==> src/rtl/axis_bus_mux_pkt.sv <==
// Packet-aware N-to-1 AXI-Stream mux with a one-stage output register.
// Optional AXIS_MUX_PKT_CNT_EN adds a 32-bit output packet counter.
module axis_bus_mux_pkt #(
  parameter int NUM_CH = 12,
  parameter int DATA_W = 32,
  parameter int KEEP_W = DATA_W / 8,
  parameter int SEL_W  = 8
) (
  input  logic                     aclk,
  input  logic                     aresetn,
  input  logic [SEL_W-1:0]         bus_sel,
  input  logic [NUM_CH-1:0]        s_axis_tvalid,
  output logic [NUM_CH-1:0]        s_axis_tready,
  input  logic [NUM_CH*DATA_W-1:0] s_axis_tdata,
  input  logic [NUM_CH*KEEP_W-1:0] s_axis_tkeep,
  input  logic [NUM_CH-1:0]        s_axis_tlast,
  output logic                     m_axis_tvalid,
  input  logic                     m_axis_tready,
  output logic [DATA_W-1:0]        m_axis_tdata,
  output logic [KEEP_W-1:0]        m_axis_tkeep,
  output logic                     m_axis_tlast,
  output logic                     busy,
`ifdef AXIS_MUX_PKT_CNT_EN
  output logic [31:0]              pkt_cnt,
`endif
  output logic [SEL_W-2:0]         active_ch
);

  localparam int IW = SEL_W - 1;
  localparam logic [SEL_W-1:0] NCH = SEL_W'(NUM_CH);
  localparam logic [0:0] IDLE = 1'b0;
  localparam logic [0:0] PASS = 1'b1;

  logic [0:0]        state_q, state_d;
  logic [IW-1:0]     active_q, active_d;
  logic              mvalid_q, mvalid_d;
  logic [DATA_W-1:0] mdata_q, mdata_d;
  logic [KEEP_W-1:0] mkeep_q, mkeep_d;
  logic              mlast_q, mlast_d;

  logic              vld_sel;
  logic              last_sel;
  logic [DATA_W-1:0] data_sel;
  logic [KEEP_W-1:0] keep_sel;
  logic              ready_sel;
  logic              accept;
  logic              in_range;

  // Route the locked channel's beat and drive its ready only
  always_comb begin
    vld_sel  = 1'b0;
    last_sel = 1'b0;
    data_sel = '0;
    keep_sel = '0;
    // Ready is gated by reset so no beat is taken on a reset cycle
    ready_sel = aresetn && (state_q == PASS) &&
                (!mvalid_q || m_axis_tready);
    s_axis_tready = '0;
    for (int n = 0; n < NUM_CH; n++) begin
      if (active_q == IW'(n)) begin
        vld_sel  = s_axis_tvalid[n];
        last_sel = s_axis_tlast[n];
        data_sel = s_axis_tdata[n*DATA_W +: DATA_W];
        keep_sel = s_axis_tkeep[n*KEEP_W +: KEEP_W];
        s_axis_tready[n] = ready_sel;
      end
    end
    accept = ready_sel && vld_sel;
  end

  assign in_range = {1'b0, bus_sel[IW-1:0]} < NCH;

  // Lock a channel in IDLE; release it when its tlast is accepted
  always_comb begin
    state_d  = state_q;
    active_d = active_q;
    unique case (1'b1)
      (state_q == IDLE): begin
        if (bus_sel[SEL_W-1] && in_range) begin
          state_d  = PASS;
          active_d = bus_sel[IW-1:0];
        end
      end
      default: begin
        if (accept && last_sel) state_d = IDLE;
      end
    endcase
  end

  // Output slice: reload on accept, drain on handshake
  always_comb begin
    mvalid_d = mvalid_q;
    mdata_d  = mdata_q;
    mkeep_d  = mkeep_q;
    mlast_d  = mlast_q;
    if (accept) begin
      mvalid_d = 1'b1;
      mdata_d  = data_sel;
      mkeep_d  = keep_sel;
      mlast_d  = last_sel;
    end else if (mvalid_q && m_axis_tready) begin
      mvalid_d = 1'b0;
    end
  end

  // State and slice registers
  always_ff @(posedge aclk) begin
    if (!aresetn) begin
      state_q  <= IDLE;
      active_q <= '0;
      mvalid_q <= 1'b0;
      mdata_q  <= '0;
      mkeep_q  <= '0;
      mlast_q  <= 1'b0;
    end else begin
      state_q  <= state_d;
      active_q <= active_d;
      mvalid_q <= mvalid_d;
      mdata_q  <= mdata_d;
      mkeep_q  <= mkeep_d;
      mlast_q  <= mlast_d;
    end
  end

`ifdef AXIS_MUX_PKT_CNT_EN
  logic [31:0] pkt_cnt_q, pkt_cnt_d;

  always_comb begin
    pkt_cnt_d = pkt_cnt_q;
    if (mvalid_q && m_axis_tready && mlast_q)
      pkt_cnt_d = pkt_cnt_q + 32'd1;
  end

  // Count completed output packets, wrapping at 2^32
  always_ff @(posedge aclk) begin
    if (!aresetn) pkt_cnt_q <= '0;
    else          pkt_cnt_q <= pkt_cnt_d;
  end

  assign pkt_cnt = pkt_cnt_q;
`endif

  assign m_axis_tvalid = mvalid_q;
  assign m_axis_tdata  = mdata_q;
  assign m_axis_tkeep  = mkeep_q;
  assign m_axis_tlast  = mlast_q;
  assign busy          = (state_q == PASS);
  assign active_ch     = active_q;

endmodule

==> config.mk <==
export PLATFORM = sky130hd
export DESIGN_NAME = axis_bus_mux_pkt
export DESIGN_NICKNAME = d
export VERILOG_FILES = /design/src/rtl/axis_bus_mux_pkt.sv
export SDC_FILE = /design/constraint.sdc
export NUM_CORES = 1
export LEC_CHECK = 0
export CAP_MARGIN = 30
export CELL_PAD_IN_SITES_DETAIL_PLACEMENT = 0
export CELL_PAD_IN_SITES_GLOBAL_PLACEMENT = 1
export CORE_AREA = 2 2 205 207
export CTS_BUF_LIST = sky130_fd_sc_hd__clkbuf_16
export DETAILED_ROUTE_END_ITERATION = 7
export DIE_AREA = 0 0 207 209
export PLACE_DENSITY = 0.71
export SLEW_MARGIN = 10
export SYNTH_ARGS = -nofsm -noshare
export SYNTH_HDL_FRONTEND = slang
export SYNTH_SLANG_ARGS = --single-unit
==> constraint.sdc <==
create_clock -name aclk -period 2.88 [get_ports aclk]
set_clock_uncertainty 0.15 [all_clocks]
set_input_delay 0.288 -clock aclk [delete_from_list [all_inputs] [get_ports aclk]]
set_output_delay 0.288 -clock aclk [all_outputs]
set_load 0.05 [all_outputs]
==> metrics.md, run 1 <==
| Metric | Value |
|---|---|
| Antenna violations before repair | `9` |
| Post-DP Area | `around 12000 µm²` |
| DR vias | `~8500` |
| CP startpoint kind | `flip-flop` |
| First-pass GRT wire length | `about 63000 µm` |
| Final GP Congestion | `around 0.92` |
| Initial Utilization | `0.138` |
| Port Buf Inserts | `about 520` |
| Critical path fanouts, max | `12` |
| Post-synth top flop | `dfxtp_1` |
| Congestion Overflow GR | `0` |
| Worst rel slew slack | `0.556` |
| Max capacitance violation total | `0` |
| CTS tree | `built` |
| TritonCTS sink count | `46` |
| Drt drc | `0` |
| Tightest Pin Transition | `around 670 ps` |
| Commonest non-fill, non-tap cells in the layout | `clkdlybuf4s50_1 (511), a21oi_1 (60), nor2_1 (57)` |
| # rows | `75` |
| RSZ-0062 raised after global routing | `false` |
| Vias in the first global route | `8645` |
| Net count after synthesis | `between 1000 and 1500` |
| Hold Vio Cnt, Final | `0` |
| Setup CP Type | `flip-flop to output port` |
| Status | `finished, final reports clean` |
| CP Capture Type | `output port` |
| Final Cell Area | `roughly 12000 µm²` |
| Setup slack after layout | `about 170 ps` |
| Number of synthesized register bits | `46` |
| Critical path arrival | `approximately 2300 ps` |
| I/O Pins | `roughly 530` |
| Post-synth EDFFs | `0` |
| Pwr dens | `~200 nW/µm²` |
| Synth top area share | `0.162` |
| Antenna-violating nets left | `0` |
| Synthesized area per cell | `between 7 and 8 µm²` |
| Syn Inst Count | `roughly 760` |
| Max IR drop VDD | `around 0.19 mV` |
| H-tree depth | `2` |
| Max Freq | `around 0.37 GHz` |
| Final period util | `0.941` |
| DRT Wirelength | `45300 µm` |
| Core ar. | `41300 µm²` |
| CTS root buf | `clkbuf_16` |
| Worst endpoint required time | `2440 ps` |
| Warnings, synthesis | `0` |
| Distinct cells, synth | `between 50 and 60` |
| Final Critical Period | `approximately 2700 ps` |
| Initial drt markers | `between 400 and 500` |
| Main area contributors after synthesis | `dfxtp_1 (16%), mux4_2 (11%), mux2i_1 (6.7%)` |
| Finished Core Util | `0.291` |
| CTS Buf Count | `5` |
| Finished Layout Cells | `around 1800` |
| Hold buffers post-CTS | `0` |
| Pwr Total | `between 2 and 2.5 mW` |
| Clock-pin slew on the worst setup and hold paths | `80 ps` |
| Die X | `a little over 200 µm` |
| Post-Syn Area | `about 5700 µm²` |
| Detailed Routing Iterations Pass 1 | `5` |
| Inst Count DP | `about 1800` |
| Clk_lat worst skew | `around 320 ps` |
| Seq/Total Area, Yosys | `0.162` |
| HPWL after detailed placement | `37600 µm` |
| Clock tree buffer depth | `2` |
| GRT Total Usage | `0.201` |
| Pleak | `~4.2 nW` |
| Layout cells sized above 1 | `0.116` |
| Drt via density | `4.71` |
| Pre-CTS WS | `between 100 and 150 ps` |
| Layout area overhead | `111%` |
| Final #Nets | `between 1500 and 2000` |
| Post-DR wirelength/cell | `25.1 µm` |
| Most common cell after layout, fill and taps aside | `clkdlybuf4s50_1` |
| Die Span Y | `approximately 210 µm` |
| Largest net degree at the start of global routing | `61` |
| Hold Crit Class | `flip-flop to flip-flop` |
| Final setup fails | `0` |
| Async S/R FF share, synth | `0` |
| Synth area leader | `dfxtp_1` |
| Die area | `approximately 43000 µm²` |
| Slew Limit Fails | `0` |
-- kinds of logic after synthesis --
kind of cell | Yosys count | synth area share
buffers and inverters | 86 | 0.0736
AND/OR/NAND/NOR | 251 | 0.214
AO/OA/AOI/OAI | 300 | 0.354
flip-flops | 46 | 0.162
multiplexers | 76 | 0.197
-- synth_stat cells (all sizes together) (6+ instances only) --
cell type / instances
nor2: 60
a21oi: 60
a31oi: 20
nand2b: 10
a2bb2oi: 9
o221ai: 14
a22o: 14
a31o: 9
o22ai: 34
mux4: 28
nor3: 42
o21ai: 55
o211a: 6
nor2b: 21
nand3: 49
o211ai: 6
clkbuf: 37
a211oi: 28
mux2: 10
nand2: 52
a22oi: 10
dfxtp: 46
o31ai: 18
buf: 45
mux2i: 38
-- metrics by stage --
step                hold WS, ps  TNS (ps)
floorplan                   282      -128
global placement            309         0
detailed placement          311         0
CTS                         324         0
global route                347         0
finish                      320         0
-- routing by layer --
metal | GRT usage | wire length, µm | vias up
met2 | 0.313 | 20300 | 432
li1 | - | - | 3975
met1 | 0.272 | 20100 | 4048
met5 | 0 | 71 | -
met4 | 0.0451 | 852 | 12
met3 | 0.0618 | 3940 | 48
-- final timing paths --
check	start	end	slack, ps	cells after the start
setup / recovery	active_ch[4]	s_axis_tready[11]	170	7
hold / removal	m_axis_tdata[17]	m_axis_tdata[17]	320	2
setup reg to reg	active_ch[3]	m_axis_tdata[16]	180	8
hold reg to reg	m_axis_tdata[17]	m_axis_tdata[17]	320	2
-- layout make-up --
| type | count | area (µm²) |
|---|---|---|
| clock inverters | 3 | 22.5 |
| repair buffers | 579 | 5820 |
| multi-input cells | 627 | 4420 |
| fillers | 4422 | 29300 |
| flip-flops and latches | 46 | 928 |
| well taps | 539 | 674 |
| inverters | 4 | 15.0 |
| diodes | 3 | 7.51 |
| clock buffers | 5 | 125 |
-- what timing repair did --
action | CTS | global route
gates resized for setup | 0 | 2
endpoints found under the hold margin | 0 | 0
buffers inserted | 0 | 2
setup endpoints to repair | 0 | 2
-- sequential cells by signal, indices dropped and copies added (netlist names) --
| signal | count |
|---|---|
| m_axis_tlast | 1 |
| m_axis_tvalid | 1 |
| m_axis_tdata | 32 |
| m_axis_tkeep | 4 |
| active_ch | 7 |
| busy | 1 |
-- power by group --
part	internal, mW	switching [mW]	leakage [nW]
clock network	0.328	0.330	0.0708
registers	0.642	0.00993	0.373
logic	0.745	0.403	3.77
-- worst max-delay path, stage by stage, from the launching register on --
cell and delay, ps:
dfxtp_1 320, buf_4 150, or3_1 480, nor2_2 140, buf_4 230, nand2_1 190, nor2_1 260, buf_12 180
(Power assumes the default switching activity.)
==> run 2, diff against run 1 <==
--- a/config.mk
+++ b/config.mk
@@ -9,10 +9,11 @@
 export CELL_PAD_IN_SITES_DETAIL_PLACEMENT = 0
 export CELL_PAD_IN_SITES_GLOBAL_PLACEMENT = 1
 export CORE_AREA = 2 2 205 207
-export CTS_BUF_LIST = sky130_fd_sc_hd__clkbuf_16
+export CTS_CLUSTER_SIZE = 16
 export DETAILED_ROUTE_END_ITERATION = 7
 export DIE_AREA = 0 0 207 209
 export PLACE_DENSITY = 0.71
+export RECOVER_POWER = 100
 export SLEW_MARGIN = 10
 export SYNTH_ARGS = -nofsm -noshare
 export SYNTH_HDL_FRONTEND = slang
==> metrics.md, run 2 (synthesis results as in run 1) <==
| Metric | Value |
|---|---|
| FF-to-FF Start | `active_ch[4]` |
| Hold buffers post-CTS | `0` |
| Fin Hold WS | `approximately 320 ps` |
| Drt drc | `0` |
| CP startpoint kind | `flip-flop` |
| Setup CP Type | `flip-flop to output port` |
| Hold Crit Class | `flip-flop to flip-flop` |
| # rows | `75` |
| Initial Utilization | `0.138` |
| Hold worst-path end | `m_axis_tdata[17]` |
| Layout cells sized above 1 | `0.115` |
| Congestion Overflow GR | `0` |
| Clk_lat worst skew | `between 300 and 400 ps` |
| RSZ-0062 raised after global routing | `false` |
| Initial drt markers | `~450` |
| TritonCTS sink count | `46` |
| Critical path fanouts, max | `12` |
| I/O Pins | `525` |
| H-tree depth | `2` |
| Post-DP Area | `roughly 12000 µm²` |
| CP Capture Type | `output port` |
| Commonest non-fill, non-tap cells in the layout | `clkdlybuf4s50_1 (464), a21oi_1 (60), nor2_1 (57)` |
| Clock-pin slew on the worst setup and hold paths | `approximately 80 ps` |
| Post-DR wirelength/cell | `roughly 25 µm` |
| Final GP Congestion | `around 0.92` |
| Die area | `43300 µm²` |
| Final period util | `0.940` |
| Max reg flops | `32` |
| Max capacitance violation total | `0` |
| Worst rel slew slack | `0.547` |
| Worst endpoint required time | `between 2000 and 2500 ps` |
| Die X | `about 210 µm` |
| CTS root buf | `clkbuf_16` |
| Slew Limit Fails | `0` |
| Pleak | `between 4 and 5 nW` |
| Final #Nets | `about 1700` |
| Vias in the first global route | `between 8000 and 9000` |
| Finished Layout Cells | `about 1800` |
| Hold-critical path depth | `2` |
| Core ar. | `41300 µm²` |
| CTS tree | `built` |
| Worst r2r path cells | `9` |
| Max Freq | `0.370 GHz` |
| Setup slack after layout | `approximately 170 ps` |
| Final Cell Area | `12000 µm²` |
| Detailed Routing Iterations Pass 1 | `6` |
| Critical path arrival | `about 2300 ps` |
| Pwr dens | `between 200 and 250 nW/µm²` |
| Antenna violations before repair | `9` |
| Setup slack, reg-to-reg | `between 150 and 200 ps` |
| Status | `finished, final reports clean` |
| Final setup fails | `0` |
| CTS Buf Count | `5` |
| First-pass GRT wire length | `63400 µm` |
| Max IR drop VDD | `0.190 mV` |
| Pwr Total | `around 2.4 mW` |
| GRT Total Usage | `0.201` |
| DRT Wirelength | `about 45000 µm` |
| Final Critical Period | `about 2700 ps` |
| Critical R2R Capture | `m_axis_tdata[26]` |
| Clock tree buffer depth | `2` |
| Pre-CTS WS | `113 ps` |
| Largest net degree at the start of global routing | `61` |
| Most common cell after layout, fill and taps aside | `clkdlybuf4s50_1` |
| Hold Crit Start | `m_axis_tdata[17]` |
| Inst Count DP | `approximately 1800` |
| Tightest Pin Transition | `just under 700 ps` |
| Drt via density | `~4.7` |
| DR vias | `approximately 8400` |
| HPWL after detailed placement | `37600 µm` |
| Antenna-violating nets left | `0` |
| Die Span Y | `between 200 and 250 µm` |
| Hold Vio Cnt, Final | `0` |
| Layout area overhead | `110%` |
| Port Buf Inserts | `around 520` |
==> run 2: changes by cell type in the layout (fill, tap and decap cells not counted), moves of 2 or more <==
| cell | before | now |
|---|---|---|
| buf_12 | 16 | 13 |
| dlygate4sd3_1 | 0 | 47 |
| buf_4 | 51 | 48 |
| clkdlybuf4s50_1 | 511 | 464 |
| buf_2 | 1 | 3 |
| clkbuf_2 | 0 | 2 |
==> run 2: how the worst max path moves through the flow <==
stage               cells past startpoint          from                 to  slack, ps
global route                            8  active_ch[4]   m_axis_tdata[29]         20
floorplan                               7  active_ch[1]   s_axis_tready[2]       -130
finish                                  7  active_ch[4]  s_axis_tready[11]        170
CTS                                     7  active_ch[5]   m_axis_tdata[29]         90
global placement                        7  active_ch[5]   m_axis_tdata[29]        180
detailed placement                      7  active_ch[5]   m_axis_tdata[29]        110
==> run 2: metrics by stage <==
step           TNS, ps   util
2_1_floorplan     -128      -
4_1_cts              0  0.290
5_1_grt              0  0.290
6_report             0  0.290
3_3_place_gp         0  0.286
3_5_place_dp         0  0.286
==> run 2: area by class of cell <==
type / instances / area (µm²)
fillers: 4428 / 29300
repair buffers: 579 / 5780
multi-input cells: 627 / 4410
flip-flops and latches: 46 / 928
well taps: 539 / 674
clock buffers: 5 / 125
clock inverters: 3 / 22.5
inverters: 4 / 15.0
diodes: 3 / 7.51
==> run 2: routing by layer <==
| metal | wire (µm) | track usage | share of wire |
|---|---|---|---|
| met5 | 71 | 0 | 0.0016 |
| met4 | 810 | 0.0451 | 0.018 |
| met1 | 20200 | 0.272 | 0.45 |
| met2 | 20400 | 0.313 | 0.45 |
| met3 | 3750 | 0.0618 | 0.083 |
==> run 2: worst max-delay path, stage by stage, from the launching register on <==
cell and delay (ps):
dfxtp_1 320, buf_4 150, or3_1 480, nor2_2 140
buf_4 230, nand2_1 190, nor2_1 260, buf_12 180
==> run 2: power by group <==
group          switching [mW]  total [mW]  leakage [nW]  internal, mW
Sequential            0.00959       0.652         0.373         0.642
Combinational           0.401        1.14          3.91         0.740
Clock                   0.324       0.651        0.0708         0.328
Total                   0.734        2.44          4.35          1.71
==> run 2: repair_timing <==
| action | in CTS | in global routing |
|---|---|---|
| setup buffers | 0 | 2 |
| gates resized for setup | 0 | 2 |
| endpoints found under the setup margin | 0 | 2 |
